==> src/rtl/binary16_to_bcd.sv <==
// -----------------------------------------------------------------------------
// binary16_to_bcd
//
// Converts a 16-bit unsigned binary value into five packed BCD digits using the
// iterative shift-and-add-3 (double dabble) method, one input bit per clock,
// MSB first.
//
// Ports
//   clk     in   1   rising-edge clock for all state
//   rst_n   in   1   asynchronous active-low reset
//   start   in   1   request conversion of `binary` (ignored while busy)
//   binary  in  16   unsigned operand, captured on the accepting edge
//   bcd     out 20   last completed result, {10000s,1000s,100s,10s,1s}
//   busy    out  1   high while a conversion is in flight (SHIFT and DONE)
//   done    out  1   one-cycle pulse when `bcd` has just been updated
//
// Timing: start accepted at edge E0, sixteen shifts on E1..E16, result
// published on E17 (done and bcd valid after E17). The earliest next start is
// accepted on E18, giving one result every 18 cycles when start is held high.
// -----------------------------------------------------------------------------
module binary16_to_bcd (
  input  logic        clk,
  input  logic        rst_n,
  input  logic        start,
  input  logic [15:0] binary,
  output logic [19:0] bcd,
  output logic        busy,
  output logic        done
);

  typedef enum logic [1:0] {
    IDLE  = 2'd0,
    SHIFT = 2'd1,
    DONE  = 2'd2
  } state_t;

  state_t      state_q, state_d;
  logic [15:0] shift_q, shift_d;
  logic [19:0] acc_q,   acc_d;
  logic [4:0]  cnt_q,   cnt_d;
  logic [19:0] bcd_q,   bcd_d;
  logic        busy_q,  busy_d;
  logic        done_q,  done_d;

  logic [19:0] acc_adj_s;

  // Add 3 to a single BCD digit when it is 5 or more, so that the following
  // left shift carries correctly into the next decimal digit.
  function automatic logic [3:0] add3(input logic [3:0] d);
    logic [3:0] r;
    if (d >= 4'd5) begin
      r = d + 4'd3;
    end else begin
      r = d;
    end
    return r;
  endfunction

  // Apply the add-3 correction to all five digits of the accumulator.
  function automatic logic [19:0] adjust_digits(input logic [19:0] a);
    logic [19:0] r;
    r = 20'h00000;
    for (int i = 0; i < 5; i++) begin
      r[i*4 +: 4] = add3(a[i*4 +: 4]);
    end
    return r;
  endfunction

  // Digit correction applied before every shift.
  always_comb begin
    acc_adj_s = adjust_digits(acc_q);
  end

  // Next-state and datapath logic; every register holds unless told otherwise.
  always_comb begin
    state_d = state_q;
    shift_d = shift_q;
    acc_d   = acc_q;
    cnt_d   = cnt_q;
    bcd_d   = bcd_q;
    done_d  = 1'b0;

    case (state_q)
      IDLE: begin
        if (start) begin
          shift_d = binary;
          acc_d   = 20'h00000;
          cnt_d   = 5'd16;
          state_d = SHIFT;
        end else begin
          state_d = IDLE;
        end
      end

      SHIFT: begin
        // The accumulator's MSB is always 0 after correction for 16-bit
        // operands (max 65535 fits in 20 BCD bits), so dropping it is safe.
        acc_d   = {acc_adj_s[18:0], shift_q[15]};
        shift_d = {shift_q[14:0], 1'b0};
        cnt_d   = cnt_q - 5'd1;
        if (cnt_q == 5'd1) begin
          state_d = DONE;
        end else begin
          state_d = SHIFT;
        end
      end

      DONE: begin
        // Only here is the output register touched, so intermediate
        // accumulator values never appear on bcd.
        bcd_d   = acc_q;
        done_d  = 1'b1;
        state_d = IDLE;
      end

      default: begin
        state_d = IDLE;
      end
    endcase

    busy_d = (state_d != IDLE);
  end

  // State and datapath registers with asynchronous clear.
  always_ff @(posedge clk or negedge rst_n) begin
    if (!rst_n) begin
      state_q <= IDLE;
      shift_q <= 16'h0000;
      acc_q   <= 20'h00000;
      cnt_q   <= 5'd0;
      bcd_q   <= 20'h00000;
      busy_q  <= 1'b0;
      done_q  <= 1'b0;
    end else begin
      state_q <= state_d;
      shift_q <= shift_d;
      acc_q   <= acc_d;
      cnt_q   <= cnt_d;
      bcd_q   <= bcd_d;
      busy_q  <= busy_d;
      done_q  <= done_d;
    end
  end

  assign bcd  = bcd_q;
  assign busy = busy_q;
  assign done = done_q;

endmodule

==> config.mk <==
export PLATFORM = sky130hd
export DESIGN_NAME = binary16_to_bcd
export DESIGN_NICKNAME = d
export VERILOG_FILES = /design/src/rtl/binary16_to_bcd.sv
export SDC_FILE = /design/constraint.sdc
export NUM_CORES = 1
export LEC_CHECK = 0
export ABC_AREA = 1
export BUFFER_PORTS_ARGS = -buffer_cell sky130_fd_sc_hd__buf_4
export CAP_MARGIN = 20
export CORE_UTILIZATION = 35
export DETAILED_ROUTE_END_ITERATION = 10
export GPL_ROUTABILITY_DRIVEN = 0
export PLACE_DENSITY = 0.62
export SYNTH_ARGS = -nofsm -noshare
export SYNTH_HDL_FRONTEND = slang
export SYNTH_SLANG_ARGS = --single-unit
==> constraint.sdc <==
create_clock -name clk -period 2.6 [get_ports clk]
set_clock_uncertainty 0.2 [all_clocks]
set_input_delay 0.78 -clock clk [delete_from_list [all_inputs] [get_ports clk]]
set_output_delay 0.78 -clock clk [all_outputs]
set_load 0.01 [all_outputs]
=== Yosys cells after proc, flatten, opt, wreduce, memory -nomap -nowiden ===
Index checks and enable logic that the tools add are counted.

* Register bits after elaboration: 65
* Input port bits: 19
* Output and inout port bits: 22
* Logic and storage cells: 41

* Add/subtract/negate cells: 6
* Magnitude comparators: 5
* Equal/unequal tests: 4
* Muxes and demuxes: 15
* Reductions and logical operators: 4

{| class="wikitable"
|+ Operators by type and width
! operator !! count
|-
| one-hot mux 20 bit (2 select lines) || 1
|-
| one-hot mux 16 bit (2 select lines) || 1
|-
| >= comparator 4 x 3 -> 1 bit (second input constant) || 5
|-
| two-way mux 20 bit || 1
|-
| adder 4 x 2 -> 4 bit (second input constant) || 4
|-
| two-way mux 16 bit || 1
|-
| two-way mux 4 bit || 4
|-
| one-hot mux 5 bit (2 select lines) || 1
|-
| equality test 5 x 1 -> 1 bit (second input constant) || 1
|-
| two-way mux 5 bit || 1
|-
| subtractor 5 x 1 -> 5 bit (second input constant) || 1
|-
| one-hot mux 2 bit (2 select lines) || 1
|-
| nonzero test 2 bit || 2
|-
| adder 3 x 2 -> 3 bit (second input constant) || 1
|-
| two-way mux 3 bit || 1
|-
| equality test 2 x 1 -> 1 bit (second input constant) || 1
|-
| equality test 2 bit (second input constant) || 1
|-
| zero test 2 bit || 1
|-
| two-way mux 1 bit || 2
|-
| two-way mux 2 bit || 1
|-
| != test 2 bit (second input constant) || 1
|-
| AND reduction 2 bit || 1
|}

=== Logic depth before layout (Yosys ltp) ===
Gate-level depths: netlist (run 1).

* Depth after elaboration: 4
* Gate-level depth with buffers: 8
* Gate-level depth less buffers: 8

=== Worst setup path before layout (run 1) ===
No wires, ideal clock.

* Kind: input to register
* From: input start
* To: register acc_q[10]
* Setup time: 0.066 ns
* Arrival time: 1.341 ns
* Data required time: 2.334 ns
* Setup slack: 0.993 ns
* Stages on the path: 4
* Path buffers: 1
* Path through: o21ai_2 -> clkbuf_1 -> nand2_1 -> nand2_1

* Word-level cells in the longest chain between the ends: 2

{| class="wikitable"
|+ Ends and longest elaborated chain
! element !! line !! RTL
|-
| start, declared || 24 || <nowiki>input logic start,</nowiki>
|-
| != test 2 bit (no line) || -- ||
|-
| AND reduction 2 bit (no line) || -- ||
|-
| end signal, assigned || 129 || <nowiki>acc_q <= 20'h00000;</nowiki>
|-
| end signal, assigned || 137 || <nowiki>acc_q <= acc_d;</nowiki>
|-
| end, declared || 39 || <nowiki>logic [19:0] acc_q, acc_d;</nowiki>
|}

Every way passes these cells.
A chain may end at the register's enable or synchronous reset.

=== Final worst setup path (run 1) ===
* From: register bcd_q[1], in the netlist bcd[1]
* To: output bcd[1]

{| class="wikitable"
|+ RTL lines
! element !! line !! RTL
|-
| start, declared || 41 || <nowiki>logic [19:0] bcd_q, bcd_d;</nowiki>
|-
| start signal, assigned || 131 || <nowiki>bcd_q <= 20'h00000;</nowiki>
|-
| start signal, assigned || 139 || <nowiki>bcd_q <= bcd_d;</nowiki>
|-
| end, declared || 26 || <nowiki>output logic [19:0] bcd,</nowiki>
|}

No word-level cell between the ends.

==> flow_summary.json, run 1 <==
{
  "status": "finished, final reports clean",
  "worst_path_class_setup": "reg -> out",
  "worstSetupStartpoint": "bcd[1]$_DFFE_PN0P_",
  "num_rows": 33,
  "timing.rr.end": "acc_q[4]$_DFFE_PN0P_",
  "design.core.area_mm2": 0.008341,
  "postSynthNetCount": 398,
  "antenna_found_initial": 0,
  "antenna_cells_inserted": 0,
  "grt_start_max_net_pins": 41,
  "synth_commonest_cells": "sky130_fd_sc_hd__nand2_1 (133), sky130_fd_sc_hd__dfrtp_1 (65), sky130_fd_sc_hd__nand3_1 (41), sky130_fd_sc_hd__o21ai_0 (41), sky130_fd_sc_hd__inv_1 (36)",
  "port_buffers": 40,
  "die_height_um": 95.30,
  "irDropWorstVdd_mv": 0.4197,
  "critPathSlowestCell": "sky130_fd_sc_hd__dfrtp_1",
  "rr_startpoint": "state_q[0]$_DFF_PN0_",
  "final_cell_area_mm2": 0.003661,
  "power.density_mw_per_mm2": 1140,
  "critical_path_peak_fanout": 2,
  "tritoncts.num_buffers": 9,
  "synth_edf_count": 0,
  "h-tree-depth": 3,
  "detail-route-antenna-nets": 0,
  "postPlaceCellArea_mm2": 0.003468,
  "worst_pin_slew_ps": 472.1,
  "grt_pass1_vias": 2335,
  "p_comb_share_pct": 40.6,
  "crit_end_element": "output port",
  "internal_power_uw": 2514,
  "post_synth_inst_count": 367,
  "synth.most_common_cell": "sky130_fd_sc_hd__nand2_1",
  "tritoncts": "yes",
  "final-setup-viol-count": 0,
  "timing.hold.worst.class": "in -> async",
  "gr-usage-met3_pct": 5.901,
  "crit_family": "flip-flops",
  "arrival_ps": 870,
  "post_route_cells_drive_above_1_share_pct": 16.31,
  "drt-wirelength-per-cell_um": 11.60,
  "grtUsageMet1_pct": 17.73,
  "cts_hold_buf": 0,
  "leakage_uw": 0.001905,
  "critical_path_buffer_and_inverter_count": 1,
  "max_freq_ghz": 0.5394,
  "initial_utilization_pct": 36.53,
  "grt_total_usage_pct": 15.00,
  "grt_use_met2_pct": 24.46,
  "worst_slew_margin_rel_pct": 68.52,
  "setup_repair_after_global_routing_missed_its_margin": "false",
  "post_synthesis_sequential_area_ratio_pct": 53.39,
  "tns_ps": 0,
  "cts.sink_count": 65,
  "ys_ff_latch": 65,
  "design.final.nets": 443,
  "clock-root-buffer": "sky130_fd_sc_hd__clkbuf_8",
  "post_cts.repair.setup_buffers": 0,
  "drt_first_pass_iters": 5,
  "horizontal_extent_of_the_die_um": 95.30,
  "multi_input_area_mm2": 0.001206,
  "fillerInstances": 858,
  "dr.first_iter.drc_count": 128,
  "grt_first_pass_wirelength_um": 10280,
  "remaining_drc_errors": 0,
  "flow.area_growth_from_synthesis_pct": 20.16,
  "worstPathCellList": "buf_4",
  "ys_async_rst_share_pct": 100.0,
  "swShare_pct": 39.75,
  "detailedPlacementHpwl_um": 4176,
  "cts_resized": 0,
  "primary_ff_master_synth": "sky130_fd_sc_hd__dfrtp_1",
  "max-clock-path-buffers": 2,
  "switching_power_uw": 1658,
  "layout_worst_path_cycle_share_pct": 71.30,
  "finalHoldViolCount": 0,
  "avgSynthCellArea_um2": 8.302,
  "post-route-min-period_ps": 1854,
  "clock_power_share_pct": 19.5,
  "vias_per_cell": 4.768,
  "globalRoute.busiestLayer": "met2",
  "yosysWarningCount": 0,
  "cp-start-kind": "flip-flop",
  "fraction_of_synthesized_cell_area_taken_by_the_top_area_cell_type_pct": 53.39,
  "yosys-top-cells-area": "sky130_fd_sc_hd__dfrtp_1 (53%), sky130_fd_sc_hd__nand2_1 (16%), sky130_fd_sc_hd__nand3_1 (6.7%), sky130_fd_sc_hd__o21ai_0 (6.7%), sky130_fd_sc_hd__ha_1 (4.9%)",
  "path_clk_slew_ps": 70,
  "fin_max_slew_vios": 0,
  "max-cap-violations": 0,
  "synth.cell_area_mm2": 0.003047,
  "r2r_setup_slack_ps": 990,
  "rr_worst_depth": 5,
  "floorplan.io_pins": 41,
  "seq_area_mm2": 0.001627,
  "cpPeakStageDelay_ps": 390,
  "globalRoute.totalOverflow": 0,
  "design.die.area_mm2": 0.009082,
  "synth_largest_area_cell": "sky130_fd_sc_hd__dfrtp_1",
  "synthDistinctLibCells": 21,
  "worst-endpoint-required_ps": 1620,
  "clkLatencyLatePin_ps": 340,
  "via_count": 2489,
  "detail_route.wirelength_um": 6056,
  "seq_power_share_pct": 39.9
}
[cells in the final DEF, fill, tap and decap left out, drive strengths merged]
master    n
nand3    41
clkinv    2
nand2   133
nand4    10
clkbuf   14
o21bai    3
dfrtp    65
buf      45
ha       12
nor2      5
nor3      1
o22ai     1
inv      41
o21ai    43
o211ai    1
[logic make-up (layout without fill, tap and decap cells)]
family	count (synthesis)	count (layout)	share of synthesized area, %
AOI/OAI and AO/OA	48	48	8.378
buffers and inverters	52	102	7.022
adders and majority gates	12	12	4.928
DFF	65	65	53.39
and+or+nand+nor	190	190	26.28
[how the worst max path moves through the flow]
stage,endpoint,slack [ps],depth (start not counted)
6_report,bcd[1],750,1
5_1_grt,bcd[14],690,1
4_1_cts,bcd[1],720,1
3_5_place_dp,acc_q[12]$_DFFE_PN0P_,540,6
3_3_place_gp,acc_q[12]$_DFFE_PN0P_,570,6
2_1_floorplan,acc_q[10]$_DFFE_PN0P_,990,4
[layer usage]
metal	share of wire (%)	up-vias
met3	4.9	7
met2	47	58
met1	47	1156
met4	1.1	0
li1	-	1268
met5	0	-
[power groups by stage]
stage | Combinational [µW] | Sequential [µW] | Clock (µW)
2_1_floorplan | 1220 | 1670 | 0
3_3_place_gp | 1660 | 1670 | 0
3_5_place_dp | 1720 | 1680 | 0
4_1_cts | 1720 | 1670 | 843
5_1_grt | 1980 | 1720 | 894
6_report | 1690 | 1670 | 812
[area by class of cell]
type | instances | area share (%)
inverters | 41 | 4.204
repair buffers | 45 | 9.569
flip-flops and latches | 65 | 44.43
clock buffers | 14 | 4.990
multi-input cells | 250 | 32.95
well taps | 105 | 3.589
clock inverters | 2 | 0.2734
[registers in the layout, indices dropped and copies added (netlist names)]
signal,flops
done,1
state_q,2
cnt_q,5
acc_q,20
busy,1
shift_q,16
bcd,20
[metrics by stage]
stage          total power, µW  hold slack (ps)  utilization, %  std cells  setup slack (ps)
2_1_floorplan             2882            249.1               -        367             993.4
3_3_place_gp              3331            261.8           41.58        506             570.0
3_5_place_dp              3402            265.4           41.58        506             543.0
4_1_cts                   4235            182.2           43.89        522             717.6
5_1_grt                   4589            193.2           43.89        522             692.4
6_report                  4172            183.1           43.89        522             746.2
Power figures use the tool's default switching activity.
==> run 2, diff against run 1 <==
==> constraint.sdc (replaced) <==
create_clock -name clk -period 1.8 [get_ports clk]
set_clock_uncertainty 0.2 [all_clocks]
set_input_delay 0.54 -clock clk [delete_from_list [all_inputs] [get_ports clk]]
set_output_delay 0.54 -clock clk [all_outputs]
set_load 0.01 [all_outputs]
==> run 2 against run 1 <==
  * Core utilization increased by 0.40 points
  * Clock power increased by 45%
  * Power increased by 46%
  * Hold slack improved by 34 ps
  * Worst setup slack got worse by 550 ps
  * Critical endpoint is now bcd[19]
==> flow_summary.json, run 2 (synthesis results as in run 1) <==
{
  "status": "finished, final reports clean",
  "layout_commonest_cell": "sky130_fd_sc_hd__nand2_1",
  "cp-start-kind": "flip-flop",
  "antenna_found_initial": 0,
  "cts_resized": 0,
  "worstPathCellList": "buf_4",
  "max_freq_ghz": 0.6246,
  "total_power_uw": 6102,
  "worst_slew_margin_rel_pct": 77.68,
  "post_route_cells_drive_above_1_share_pct": 16.19,
  "post-route-min-period_ps": 1601,
  "globalRoute.totalOverflow": 0,
  "drt-wirelength-per-cell_um": 11.48,
  "gr-usage-met3_pct": 5.024,
  "fin_max_slew_vios": 0,
  "critPathSlowestCell": "sky130_fd_sc_hd__dfrtp_1",
  "num_rows": 33,
  "h-tree-depth": 3,
  "worst_path_class_setup": "reg -> out",
  "power.density_mw_per_mm2": 1652,
  "max-cap-violations": 0,
  "grt_pass1_vias": 2362,
  "finalHoldViolCount": 0,
  "via_count": 2472,
  "clock_power_share_pct": 19.4,
  "tritoncts": "yes",
  "detail-route-antenna-nets": 0,
  "remaining_drc_errors": 0,
  "layout_worst_path_cycle_share_pct": 88.95,
  "crit_family": "flip-flops",
  "clock-root-buffer": "sky130_fd_sc_hd__clkbuf_8",
  "die_height_um": 95.30,
  "highest_count_cells_in_the_layout_ignoring_fill_and_taps": "sky130_fd_sc_hd__nand2_1 (133), sky130_fd_sc_hd__dfrtp_1 (65), sky130_fd_sc_hd__buf_4 (45)",
  "tns_ps": 0,
  "seq_power_share_pct": 39.4,
  "swShare_pct": 39.28,
  "setup_repair_after_global_routing_missed_its_margin": "false",
  "floorplan.io_pins": 41,
  "critical_path_buffer_and_inverter_count": 1,
  "internal_power_uw": 3705,
  "leakage_uw": 0.001919,
  "grt_first_pass_wirelength_um": 10480,
  "detailedPlacementHpwl_um": 4157,
  "design.final.nets": 446,
  "critical_path_peak_fanout": 2,
  "cpPeakStageDelay_ps": 390,
  "worst_pin_slew_ps": 333.9,
  "tritoncts.num_buffers": 9,
  "grt_total_usage_pct": 14.98,
  "detail_route.wirelength_um": 6029,
  "arrival_ps": 860,
  "switching_power_uw": 2397,
  "grtUsageMet1_pct": 19.05,
  "flow.area_growth_from_synthesis_pct": 21.27,
  "horizontal_extent_of_the_die_um": 95.30,
  "design.core.area_mm2": 0.008341,
  "design.die.area_mm2": 0.009082,
  "cts.sink_count": 65,
  "place_ws_ps": 221.5,
  "timing.hold.worst.class": "in -> reg",
  "final-setup-viol-count": 0,
  "p_comb_share_pct": 41.2,
  "initial_utilization_pct": 36.53,
  "crit_end_element": "output port",
  "globalRoute.busiestLayer": "met2",
  "port_buffers": 40,
  "dr.first_iter.drc_count": 113,
  "grt_start_max_net_pins": 41,
  "worst-endpoint-required_ps": 1060,
  "max-clock-path-buffers": 2,
  "irDropWorstVdd_mv": 0.6486,
  "vias_per_cell": 4.709,
  "grt_use_met2_pct": 23.93,
  "drt_first_pass_iters": 4,
  "worst_hold_slack_ps": 216.9,
  "clkLatencyLatePin_ps": 330,
  "setup_ws_ps": 199.0,
  "antenna_cells_inserted": 0,
  "path_clk_slew_ps": 70
}
-- run 2: cell count changes in the layout (fill, tap and decap cells not counted), sizes merged --
cell,previous run,this run
clkbuf,14,13
dlygate4sd3,0,1
bufinv,0,1
buf,45,47
-- run 2: stage by stage --
step	std cells	area, µm²	utilization [%]
finish	525	3695	44.30
global placement	508	3496	41.91
global route	525	3695	44.30
floorplan	367	3047	-
CTS	525	3695	44.30
detailed placement	508	3496	41.91
-- run 2: repair_timing --
item / in CTS / in global routing
hold buffers: 1 / 0
hold endpoints to repair: 17 / 0
setup buffers: 0 / 0
-- run 2: path summary, 6_finish.rpt --
path                                          from                      to  slack [ps]  cells past startpoint
max in group asynchronous                    rst_n   acc_q[13]$_DFFE_PN0P_         480                      3
min in group asynchronous                    rst_n      bcd[5]$_DFFE_PN0P_         440                      2
setup / recovery               bcd[19]$_DFFE_PN0P_                 bcd[19]         200                      1
setup reg to reg              acc_q[4]$_DFFE_PN0P_    acc_q[8]$_DFFE_PN0P_         270                      7
hold reg to reg            shift_q[15]$_DFFE_PN0P_    acc_q[0]$_DFFE_PN0P_         280                      2
hold / removal                           binary[5]  shift_q[5]$_DFFE_PN0P_         220                      3
-- run 2: final cells by class --
type,instances,area (µm²)
Fill cell,850,4646
Sequential cell,65,1627
Multi-Input combinational cell,250,1206
Timing Repair Buffer,48,387.9
Inverter,41,153.9
Clock buffer,13,148.9
Tap cell,105,131.4
Clock inverter,3,40.04
-- run 2: power groups by stage --
stage               Sequential (µW)  Clock (µW)  Combinational [µW]
floorplan                      2410           0                1760
global placement               2420           0                2480
detailed placement             2420           0                2530
CTS                            2400        1230                2550
global route                   2480        1300                2960
finish                         2400        1180                2510
-- run 2: layer usage --
layer	vias up	part of all wire [%]	routed length [µm]
met1	1126	49	2955
met2	60	45	2731
met3	8	4.5	269
met5	-	0	0
met4	0	1.2	73
li1	1278	-	-
